### src/rtl/id_hazard_sequencer.sv
`default_nettype none
// ============================================================================
// Module      : id_hazard_sequencer
// Description : ID-stage hazard sequencer: load-use stall, jump redirect and
//               branch wait-for-resolution with timeout and stall statistics.
// Revision    : 1.0 - initial release
// ============================================================================
module id_hazard_sequencer (
    input  logic        clk,
    input  logic        clrn,
    input  logic [4:0]  id_rs,
    input  logic [4:0]  id_rt,
    input  logic        id_use_rs,
    input  logic        id_use_rt,
    input  logic        id_is_branch,
    input  logic        id_is_jump,
    input  logic [4:0]  exe_rd,
    input  logic        exe_wreg,
    input  logic        exe_m2reg,
    input  logic        mem_br_valid,
    input  logic        mem_br_taken,
    output logic        pc_we,
    output logic        ifid_we,
    output logic        ifid_flush,
    output logic        idex_bubble,
    output logic [1:0]  pc_sel,
    output logic [15:0] stall_cnt,
    output logic        br_timeout
);

    localparam logic [1:0]  c_sel_pc4   = 2'd0;
    localparam logic [1:0]  c_sel_bpc   = 2'd1;
    localparam logic [1:0]  c_sel_jpc   = 2'd2;
    localparam logic [1:0]  c_wcnt_last = 2'd3;
    localparam logic [15:0] c_stall_max = 16'hFFFF;

    typedef enum logic [0:0] {
        ST_RUN     = 1'b0,
        ST_BR_WAIT = 1'b1
    } state_t;

    state_t      r_state;
    state_t      w_state_nxt;
    logic [1:0]  r_wcnt;
    logic [1:0]  w_wcnt_nxt;
    logic [15:0] r_stall_cnt;
    logic        r_br_timeout;
    logic        w_timeout_set;
    logic        w_rs_hit;
    logic        w_rt_hit;
    logic        w_lu;

    // A load in EX feeding an ID source; r0 is never a real dependency.
    assign w_rs_hit = id_use_rs && (id_rs == exe_rd);
    assign w_rt_hit = id_use_rt && (id_rt == exe_rd);
    assign w_lu     = exe_m2reg && exe_wreg && (exe_rd != 5'd0) && (w_rs_hit || w_rt_hit);

    always_ff @(posedge clk or negedge clrn) begin
        if (!clrn) begin
            r_state      <= ST_RUN;
            r_wcnt       <= 2'd0;
            r_stall_cnt  <= 16'd0;
            r_br_timeout <= 1'b0;
        end else begin
            r_state <= w_state_nxt;
            r_wcnt  <= w_wcnt_nxt;
            if (!pc_we && (r_stall_cnt != c_stall_max)) begin
                r_stall_cnt <= r_stall_cnt + 16'd1;
            end
            if (w_timeout_set) begin
                r_br_timeout <= 1'b1;
            end
        end
    end

    always_comb begin
        pc_we         = 1'b0;
        ifid_we       = 1'b0;
        ifid_flush    = 1'b0;
        idex_bubble   = 1'b0;
        pc_sel        = c_sel_pc4;
        w_state_nxt   = r_state;
        w_wcnt_nxt    = r_wcnt;
        w_timeout_set = 1'b0;

        unique case (r_state)
            ST_RUN: begin
                w_wcnt_nxt = 2'd0;
                if (w_lu) begin
                    idex_bubble = 1'b1;
                end else if (id_is_branch) begin
                    // Hold PC and keep feeding nops until MEM resolves the branch.
                    ifid_we     = 1'b1;
                    ifid_flush  = 1'b1;
                    w_state_nxt = ST_BR_WAIT;
                end else if (id_is_jump) begin
                    pc_we      = 1'b1;
                    pc_sel     = c_sel_jpc;
                    ifid_we    = 1'b1;
                    ifid_flush = 1'b1;
                end else begin
                    pc_we   = 1'b1;
                    ifid_we = 1'b1;
                end
            end
            ST_BR_WAIT: begin
                if (mem_br_valid && mem_br_taken) begin
                    pc_we       = 1'b1;
                    pc_sel      = c_sel_bpc;
                    ifid_we     = 1'b1;
                    ifid_flush  = 1'b1;
                    w_state_nxt = ST_RUN;
                    w_wcnt_nxt  = 2'd0;
                end else if (mem_br_valid || (r_wcnt == c_wcnt_last)) begin
                    // Not taken, or gave up waiting: fall through sequentially.
                    pc_we         = 1'b1;
                    ifid_we       = 1'b1;
                    w_state_nxt   = ST_RUN;
                    w_wcnt_nxt    = 2'd0;
                    w_timeout_set = !mem_br_valid;
                end else begin
                    ifid_we    = 1'b1;
                    ifid_flush = 1'b1;
                    w_wcnt_nxt = r_wcnt + 2'd1;
                end
            end
            default: begin
                w_state_nxt = ST_RUN;
                w_wcnt_nxt  = 2'd0;
            end
        endcase

        // Pipeline is frozen and filled with nops while reset is held.
        if (!clrn) begin
            pc_we       = 1'b0;
            ifid_we     = 1'b0;
            ifid_flush  = 1'b1;
            idex_bubble = 1'b1;
            pc_sel      = c_sel_pc4;
        end
    end

    assign stall_cnt  = r_stall_cnt;
    assign br_timeout = r_br_timeout;

endmodule
`default_nettype wire

### config.mk
export PLATFORM = sky130hd
export DESIGN_NAME = id_hazard_sequencer
export DESIGN_NICKNAME = d
export VERILOG_FILES = /design/src/rtl/id_hazard_sequencer.sv
export SDC_FILE = /design/constraint.sdc
export NUM_CORES = 1
export LEC_CHECK = 0
export ABC_AREA = 0
export BUFFER_PORTS_ARGS = -buffer_cell sky130_fd_sc_hd__buf_2
export CORE_MARGIN = 4
export CORE_UTILIZATION = 50
export DETAILED_ROUTE_END_ITERATION = 10
export PLACE_DENSITY_LB_ADDON = 0.2
export SLEW_MARGIN = 10
export SYNTH_ARGS = -nofsm -noshare
export SYNTH_HDL_FRONTEND = slang
export SYNTH_SLANG_ARGS = --single-unit
### constraint.sdc
create_clock -name clk -period 4.1 [get_ports clk]
set_input_delay 0.41 -clock clk [delete_from_list [all_inputs] [get_ports clk]]
set_output_delay 0.41 -clock clk [all_outputs]
set_load 0.005 [all_outputs]
==> impl_metrics.ini <==
[clocking]
clkTransAtPathRegs_ps = 110
cts_sinks = 20
ctsHoldBuffers = 0
clk_path_buf_depth = 2
cts_tree = done
cts_root_buf = clkbuf_4
post_cts_buffers = 0
cts_buffers = 3
clock_latency_ps = 300
cts_max_level = 1
ctsResizeCount = 0

[worst_setup_path]
rr_endpoint = stall_cnt[4]
critPathMaxStageDelay_ps = 360
rr_startpoint = stall_cnt[0]
critical_path_arrival_ps = 1860
cp_num_buf_inv = 3
start_kind = primary input
worstPathMaxFanout = 4
crit_path_frequent_cell = buf_2
crit_chain = buf_2 > xor2_1 > nor4_2 > nand3_1 > a211oi_2 > and2b_1 > inv_1 > buf_2
critPathKind = primary input to output port
endpoint_kind = output port
cpLargestDelayFamily = simple AND/OR/NAND/NOR gates
rrSetupSlack_ps = 2170
cp.required_ps = 3690
reg2reg_depth = 8
crit_path_top_delay_cell = a211oi_2

[synth]
synth_warnings = 0
yosys.area.top_type = dfrtp_1
synth-edff-count = 0
synth_common_cells = dfrtp_1, xnor2_1, xor2_1
synth_most_common_cell = dfrtp_1
synth_nets = 135
synth_flop_cell = dfrtp_1
synth.avg_cell_area_sq_um = 10.62
yosysUniqueCellTypes = 29
synth.yosys.seq_area_share = 0.4362
synth_top_area_share = 0.4362
ys_ff_latch = 20
postSynthCellCount = 108
syn_area_sq_um = 1147
async_flop_share = 1.000
ys_top_cells_by_area = dfrtp_1, xnor2_1, xor2_1, nand3_2, and3_1

[timing]
fmax_ghz = 0.4399
setup_viol = 0
final-max-slew-violation-count = 0
slew_headroom = 0.6661
min_period_ps = 2273
hold_viol = 0
clock_skew_ps = 1.871
final.period_utilization = 0.5544
whs_ps = 53.58
tightest_slew_ps = 500.8
rsz0062_at_grt = no
fin_setup_tns_ps = 0

[drt]
routed_wl_um = 2365
vias_per_cell = 5.296
drt_iter0_drc = 27
first_pass_iters = 4
wire_per_inst_um = 12.72
ant_nets = 0
via_count = 985
drc_errors = 0

[global_route]
first_global_vias = 949
grt_pass1_wl_um = 4126
antenna_found_initial = 0
grt_usage = 0.1640
overflow = 0
grt_max_degree = 26

[finish]
area_delta_synth_final_pct = 24.97
final_util = 0.6545
finalNetCount = 186
final_area_sq_um = 1434
diodes = 0
drive_gt1_frac = 0.3861

[pwr]
power.leakage_nw = 0.7245
power.density_nw_per_um2 = 387.5
max-vdd-ir-drop_v = 0.0003447
power_w = 0.0005556

[floorplanning]
rows = 17
die_area_sq_um = 3125
die_h_um = 55.91
core-area_sq_um = 2191
boundaryPins = 48
fp.dieW_um = 55.91
initial_utilization = 0.5237

[placed_design]
hpwlAfterDp_um = 1828
io_buffer_count = 47
place.gp.congestion = 0.8192
place_area_sq_um = 1398

[flow_run]
maxCapViolations = 0

[min_path]
hold_class = primary input to asynchronous set/reset pin

[outcome]
status = finished, final reports clean
## area by class of cell
type                            count  area, sq um
Clock buffer                        4        36.28
Fill cell                         191        757.0
Inverter                            3        11.26
Multi-Input combinational cell     84        615.6
Sequential cell                    20        500.5
Tap cell                           28        35.03
Timing Repair Buffer               47        235.2
## worst max path at each step
stage / from / to / slack, ps / depth (start not counted)
after floorplan: exe_rd[4] / idex_bubble / 2140 / 6
after global placement: exe_rd[4] / stall_cnt[1] / 1870 / 7
after detailed placement: exe_rd[4] / stall_cnt[1] / 1800 / 7
after CTS: exe_rd[4] / idex_bubble / 1810 / 8
after global routing: exe_rd[0] / ifid_flush / 1700 / 7
final: exe_rd[4] / idex_bubble / 1830 / 8
## power by group
group	leakage, nW	switching [W]	internal (W)	total, W
registers	0.256	0.0000452	0.000238	0.000283
clock network	0.0210	0.0000602	0.0000543	0.000114
logic	0.448	0.0000709	0.0000870	0.000158
## sequential cells by signal (all words and copies together) (netlist names)
register and count:
r_state 1, r_wcnt 2, br_timeout 1, stall_cnt 16
## metrics by stage
stage | cells | setup slack (ps)
2_1_floorplan | 108 | 2143
3_3_place_gp | 182 | 1868
3_5_place_dp | 182 | 1804
4_1_cts | 186 | 1810
5_1_grt | 186 | 1698
6_report | 186 | 1827
## cell usage in the layout, fill, tap and decap left out, types with 2 or more instances in the layout
| master | Yosys | layout |
|---|---|---|
| and2_1 | 3 | 3 |
| and3_1 | 7 | 7 |
| buf_2 | 0 | 47 |
| clkbuf_4 | 0 | 3 |
| dfrtp_1 | 20 | 20 |
| ha_1 | 2 | 2 |
| inv_1 | 3 | 3 |
| nand2_1 | 7 | 7 |
| nand3_1 | 6 | 6 |
| nand3_2 | 5 | 5 |
| nand4_1 | 3 | 3 |
| nor2_1 | 7 | 7 |
| o211ai_1 | 2 | 2 |
| o21ai_0 | 4 | 4 |
| xnor2_1 | 14 | 14 |
| xor2_1 | 10 | 10 |
## cell families after synthesis
family | Yosys count | share of synthesized area
simple gates | 46 | 0.2443
xor+xnor | 24 | 0.1832
flops | 20 | 0.4362
compound gates | 10 | 0.06870
buf+inv | 4 | 0.02726
mux | 2 | 0.01854
fa+ha+maj | 2 | 0.02181
## per-layer routing
layer  global-route usage  wire (um)
met4              0.06441         45
met3              0.05568        244
met1               0.2015        983
met2               0.2652       1092
met5                    0          0
(Power assumes the default switching activity.)
